<file path="src/rtl/pipeline_hazard_ctrl.sv">
// Pipeline hazard sequencer: drives the PC enable and the enable/flush pair
// of every pipeline latch. It resolves load-use stalls, taken-branch squashes,
// I-/D-memory wait states and the halt drain, and counts stall cycles.
module pipeline_hazard_ctrl #(
  parameter int unsigned STALL_CNT_W = 16
) (
  input  logic                   CLK,
  input  logic                   RST,
  input  logic                   ihit,
  input  logic                   dhit,
  input  logic                   dmemREN_MEM,
  input  logic                   dmemWEN_MEM,
  input  logic                   memtoReg_EX,
  input  logic [4:0]             final_wsel_EX,
  input  logic [4:0]             rs_ID,
  input  logic [4:0]             rt_ID,
  input  logic                   uses_rt_ID,
  input  logic                   branch_taken_EX,
  input  logic                   halt_ID,
  input  logic                   halt_WB,
  output logic                   pc_en,
  output logic                   en_ifid,
  output logic                   en_idex,
  output logic                   en_exmem,
  output logic                   en_memwb,
  output logic                   flush_ifid,
  output logic                   flush_idex,
  output logic                   flush_exmem,
  output logic                   flush_memwb,
  output logic                   halt_out,
  output logic [STALL_CNT_W-1:0] stall_cycles,
  output logic [1:0]             state_dbg
);

  localparam logic [1:0] RUN        = 2'b00;
  localparam logic [1:0] MEM_WAIT   = 2'b01;
  localparam logic [1:0] HALT_DRAIN = 2'b10;
  localparam logic [1:0] HALTED     = 2'b11;

  logic [1:0] state;
  logic [1:0] next_state;
  logic       dwait;
  logic       lu;

  assign dwait = (dmemREN_MEM | dmemWEN_MEM) & ~dhit;
  assign lu    = memtoReg_EX & (final_wsel_EX != 5'd0) &
                 ((final_wsel_EX == rs_ID) | (uses_rt_ID & (final_wsel_EX == rt_ID)));

  assign state_dbg = state;

  // Per-cycle hazard resolution: latch controls and next FSM state
  always_comb begin
    pc_en       = 1'b1;
    en_ifid     = 1'b1;
    en_idex     = 1'b1;
    en_exmem    = 1'b1;
    en_memwb    = 1'b1;
    flush_ifid  = 1'b0;
    flush_idex  = 1'b0;
    flush_exmem = 1'b0;
    flush_memwb = 1'b0;
    next_state  = state;
    case (state)
      RUN, MEM_WAIT: begin
        // MEM_WAIT re-runs the full RUN priority chain, so the release cycle
        // also honours branch, load-use, halt and I-miss.
        next_state = RUN;
        if (dwait) begin
          pc_en      = 1'b0;
          en_ifid    = 1'b0;
          en_idex    = 1'b0;
          en_exmem   = 1'b0;
          en_memwb   = 1'b0;
          next_state = MEM_WAIT;
        end else if (branch_taken_EX) begin
          flush_ifid = 1'b1;
          flush_idex = 1'b1;
        end else if (lu) begin
          pc_en      = 1'b0;
          en_ifid    = 1'b0;
          flush_idex = 1'b1;
        end else if (halt_ID) begin
          pc_en      = 1'b0;
          flush_ifid = 1'b1;
          next_state = HALT_DRAIN;
        end else if (!ihit) begin
          pc_en      = 1'b0;
          flush_ifid = 1'b1;
        end
        if (halt_WB) next_state = HALTED;
      end
      HALT_DRAIN: begin
        pc_en      = 1'b0;
        flush_ifid = 1'b1;
        flush_idex = 1'b1;
        if (dwait) begin
          en_ifid  = 1'b0;
          en_idex  = 1'b0;
          en_exmem = 1'b0;
          en_memwb = 1'b0;
        end
        if (halt_WB) next_state = HALTED;
      end
      default: begin
        pc_en    = 1'b0;
        en_ifid  = 1'b0;
        en_idex  = 1'b0;
        en_exmem = 1'b0;
        en_memwb = 1'b0;
      end
    endcase
    if (RST) begin
      pc_en       = 1'b0;
      en_ifid     = 1'b0;
      en_idex     = 1'b0;
      en_exmem    = 1'b0;
      en_memwb    = 1'b0;
      flush_ifid  = 1'b1;
      flush_idex  = 1'b1;
      flush_exmem = 1'b1;
      flush_memwb = 1'b1;
      next_state  = RUN;
    end
  end

  // FSM state and sticky halt flag
  always_ff @(posedge CLK) begin
    if (RST) begin
      state    <= RUN;
      halt_out <= 1'b0;
    end else begin
      state    <= next_state;
      halt_out <= (next_state == HALTED);
    end
  end

  // Saturating count of PC-stalled cycles while running or waiting on D-mem
  always_ff @(posedge CLK) begin
    if (RST) begin
      stall_cycles <= '0;
    end else if (((state == RUN) || (state == MEM_WAIT)) && !pc_en &&
                 (stall_cycles != '1)) begin
      stall_cycles <= stall_cycles + STALL_CNT_W'(1);
    end
  end

endmodule

</file>
<file path="config.mk">
export PLATFORM = sky130hd
export DESIGN_NAME = pipeline_hazard_ctrl
export DESIGN_NICKNAME = d
export VERILOG_FILES = /design/src/rtl/pipeline_hazard_ctrl.sv
export SDC_FILE = /design/constraint.sdc
export NUM_CORES = 1
export LEC_CHECK = 0
export ABC_CLOCK_PERIOD_IN_PS = 4500
export CORE_MARGIN = 4
export CORE_UTILIZATION = 44
export CTS_CLUSTER_DIAMETER = 50
export DETAILED_ROUTE_END_ITERATION = 8
export PLACE_DENSITY = 0.89
export SLEW_MARGIN = 20
export SYNTH_ARGS = -nofsm -noshare
export SYNTH_HDL_FRONTEND = slang
export SYNTH_SLANG_ARGS = --single-unit
</file>
<file path="constraint.sdc">
create_clock -name CLK -period 4.5 [get_ports CLK]
set_clock_uncertainty 0.1 [all_clocks]
set_input_delay 0.675 -clock CLK [delete_from_list [all_inputs] [get_ports CLK]]
set_output_delay 0.675 -clock CLK [all_outputs]
set_load 0.03 [all_outputs]
</file>
## Word level (Yosys, flattened, before mapping)

Cells that the tools add are included.

- $add $sub $neg: 1
- Multipliers: 0
- Div/mod/pow operators: 0
- Order comparisons: 0
- Eq/ne operators: 6
- Shift-type cells: 0
- Mux-type cells: 36
- Bitwise operators: 7
- Reductions and logical operators: 8

Operators by type and width:

| kind | count |
|---|---|
| $mux W1 | 25 |
| $add A16 B1 Y16 const B | 1 |
| $ne A16 B16 Y1 const B | 1 |
| $mux W2 | 7 |
| $eq A5 B5 Y1 | 2 |
| $pmux W1 S2 | 3 |
| $reduce_bool A5 Y1 | 1 |
| $and A1 B1 Y1 | 4 |
| $eq A2 B2 Y1 const B | 2 |
| $pmux W2 S2 | 1 |
| $reduce_or A3 Y1 | 1 |
| $eq A2 B1 Y1 const B | 1 |
| $logic_and A1 B1 Y1 | 2 |
| $logic_not A2 Y1 | 1 |
| $or A1 B1 Y1 | 2 |
| $reduce_or A2 Y1 | 1 |
| $logic_not A1 Y1 | 1 |
| $logic_or A1 B1 Y1 | 1 |
| $not A1 Y1 | 1 |

- Register bits after elaboration: 19
- Bits in latches: 0
- Bits in writable memories: 0
- Bits in read-only memories: 0
- Bits of input ports: 26
- Output and inout bits: 28
- Word-level logic and storage cells: 61
- Memories: 0

## Longest topological paths before layout

- Depth after elaboration: 12
- Gate-level depth with buffers: 9
- Gate-level depth less buffers: 7

## Least setup slack after synthesis

Ideal clock, no wire load.

- Path kind: input port to output port
- Start point: input port dmemWEN_MEM
- End point: output port en_ifid
- Data arrival time: 2402 ps
- Data required time: 3725 ps
- Slack: 1323 ps
- Stages on the path: 5
- Cell sequence: nor2_1 > or2_2 > nand2b_1 > a21oi_1 > a21boi_0

- Word-level cells in the longest chain between the ends: 5
- Elaborated cells between the ends (all ways): 6

Ends and longest elaborated chain:

| element | RTL line | text |
|---|---|---|
| start, declared | 12 | `input logic dmemWEN_MEM,` |
| $or A1 B1 Y1 * | 45 | `assign dwait = (dmemREN_MEM \| dmemWEN_MEM) & ~dhit;` |
| $and A1 B1 Y1 * | 45 |  |
| $mux W1, on equally long branches | 96, 68 |  |
| $pmux W1 S2 * | 63 | `case (state)` |
| $mux W1 * | 112 | `if (RST) begin` |
| end, declared | 22 | `output logic en_ifid,` |

Mark *: on every way between the ends. The rest lies on a longest branch, timed or not.

## Worst setup path after layout

- Start point: input port final_wsel_EX[1]
- End point: output port flush_ifid

- Word-level cells in the longest chain between the ends: 9
- Elaborated cells between the ends (all ways): 12

Ends and longest elaborated chain:

| element | RTL line | text |
|---|---|---|
| start, declared | 14 | `input logic [4:0] final_wsel_EX,` |
| $eq A5 B5 Y1 | 47 | `((final_wsel_EX == rs_ID) \| (uses_rt_ID & (final_wsel_EX == rt_ID)));` |
| $and A1 B1 Y1 | 47 |  |
| $or A1 B1 Y1 | 47 |  |
| $and A1 B1 Y1 * | 46 | `assign lu = memtoReg_EX & (final_wsel_EX != 5'd0) &` |
| $mux W1 * | 78 | `end else if (lu) begin` |
| $mux W1 * | 75 | `end else if (branch_taken_EX) begin` |
| $mux W1 * | 68 | `if (dwait) begin` |
| $pmux W1 S2 * | 63 |  |
| $mux W1 * | 112 |  |
| end, declared | 26 | `output logic flush_ifid,` |

Marked as above.

==> metrics <==
Initial Util=47.1%; share of the synthesized area in the top cell type=31.7%; synth cell count leaders=dfxtp_1 (19), nor2_1 (18), a21oi_1 (13); clock sinks=19; All-Layer GR Usage=18.9%; setup TNS=0 ns; worst hold start=stall_cycles[12]; Inserted Diodes=0; Worst Setup SP=final_wsel_EX[1]; largest net degree at the start of global routing=27; gpl congestion=0.812; Post-Route WL=3110 µm; NetSw=0.000112 W; Bufs on Longest Clock Path=2; HP Class=reg2reg; count of different cell masters after synthesis=37; crit-path max FO=3; antenna viol nets, final=0; io pins=54; maximum clock frequency=0.255 GHz; Die H=60.2 µm; MaxCap Viol Count=0; Synth Instances=148; Hold Fails Final Rpt=0; worst vdd ir=0.000191 V; nets@finish=224; switching share of power=30.3%; WL per Instance=13.8 µm; relative slew slack=56.7%; min Tclk post-route=3.92 ns; Crit path top cell by count=nor2_1; initial antenna violation count=0; Most used DFF post-synth=dfxtp_1; Layout area overhead=45.3%; CTS Buf Count=3; EDFF count, synth=0; syn_area_per_cell=8.10 µm²; clock root buffer=clkbuf_4; RSZ-0062 raised after global routing=false; post-DP HPWL=2470 µm; critical path type=in2out; Clock Latency Late Sink=0.29 ns; Slowest-stage cell, CP=clkdlybuf4s50_1; die width=60.2 µm; Hold Slack=0.399 ns; clock slew at reported path FFs=0.11 ns; critical path endpoint category=output port; Worst setup SP type=input pin; via count=1295; Combinational Power Share=28.7%; pwr/cell area=212 mW/mm²; # setup viols final=0; row cnt=18; DR pass1 iterations=4; yosys warns=0; status=completed; TritonCTS clock tree=done; cell with the most instances after synthesis=dfxtp_1; placeable core area=0.00254 mm²; CP Data Arrival Time=3.14 ns; Yosys top cell by area=dfxtp_1; clock power share=23.0%; Req. time, crit path=3.72 ns; Synth area leaders=dfxtp_1 (32%), o31ai_1 (6.9%), xor2_1 (6.6%), or4_1 (6.3%), nor2_1 (5.6%); delay-heaviest family, CP=buffers and inverters; first-pass GRT wire length=5350 µm; Crit path largest cell delay=0.73 ns; Port Buffers=53; CTS Hold Bufs=0; mapped cell area=0.00120 mm²; non-filler cells, final=226; flops & latches, synth=19; Reg2Reg Launch Point=stall_cycles[4]; final period utilization=87.0%; initial drt markers=61; die area=0.00362 mm²; register area share after synthesis=31.7%; DR DRC count=0; Post-synth ARST share=0%; CP Cell Sequence=clkdlybuf4s50_1, or4_1, o21ai_1, nor2_1, nor2_1, nor2_1, o31ai_1, clkdlybuf4s50_1; Resize count post-CTS=0; layout cells sized above 1=7.65%; slew at the pin closest to its max-slew limit=0.650 ns; Final WS setup=0.584 ns; postcts setup bufs=0; pre-CTS setup slack=0.565 ns; CP bufs+invs=2; Max H-tree Level=1; post-DR vias/cell=5.73; number of global-route vias before repair=1316; max-slew violation count=0; leakage power=0.603 nW; Internal Power=0.000257 W; DP Cell Count=222; GRT Residual Overflow=0; Seq pwr share=48.3%; Mapped Nets=175
worst min-delay path, stage by stage, from the launching register on:
cell	delay [ns]
dfxtp_1	0.34
o31ai_1	0.07
a21oi_1	0.05
worst paths after layout:
path,slack (ns),cells after the start,endpoint
min,0.40,2,stall_cycles[12]
max reg2reg,2.34,6,stall_cycles[11]
min reg2reg,0.40,2,stall_cycles[12]
max,0.58,8,flush_ifid
layer usage:
layer | GRT usage, % | vias to the layer above | wire length [µm]
met3 | 6.05 | 4 | 366
met4 | 5.38 | 0 | 31
li1 | - | 639 | -
met2 | 33.3 | 66 | 1450
met5 | 0 | - | 0
met1 | 21.5 | 586 | 1260
cells in the final DEF (no fill, tap or decap), drive strengths merged, types with 5 or more instances in the layout:
cell type,count
clkdlybuf4s50,53
mux2,5
nand3,8
a21oi,14
dfxtp,19
or4,10
o31ai,11
xor2,9
nand2,6
nor2b,8
nor2,18
state kept, by name, indices dropped and copies added (netlist names):
register,flops
stall_cycles,16
halt_out,1
state_dbg,2
cell families (layout without fill, tap and decap cells):
kind of cell | after synthesis | count (layout) | synth area share [%]
and+or+nand+nor | 64 | 64 | 29.4
AOI/OAI and AO/OA | 36 | 36 | 19.6
DFF | 19 | 19 | 31.7
buffers and inverters | 13 | 61 | 6.16
xor gates and xnor gates | 10 | 10 | 7.31
muxes | 5 | 5 | 4.70
adders and majority gates | 1 | 1 | 1.04
power by group through the flow:
stage	registers, W	logic [W]	clock network, W
floorplan	0.000188	0.0000518	0
global placement	0.000181	0.000103	0
detailed placement	0.000182	0.000106	0
CTS	0.000178	0.000106	0.0000858
global route	0.000179	0.000114	0.0000956
finish	0.000178	0.000106	0.0000847
per-stage QoR:
step	area (µm²)	total power [W]	util, %
6_report	1740	0.000369	68.4
4_1_cts	1740	0.000370	68.4
3_3_place_gp	1720	0.000285	67.4
5_1_grt	1740	0.000389	68.4
3_5_place_dp	1720	0.000288	67.4
2_1_floorplan	1200	0.000240	-
layout make-up:
class	instances	area [µm²]
fillers	209	803
multi-input cells	116	744
repair buffers	55	546
flip-flops and latches	19	380
well taps	30	37.5
clock buffers	4	26.3
inverters	2	7.51
Power figures use the tool's default switching activity.
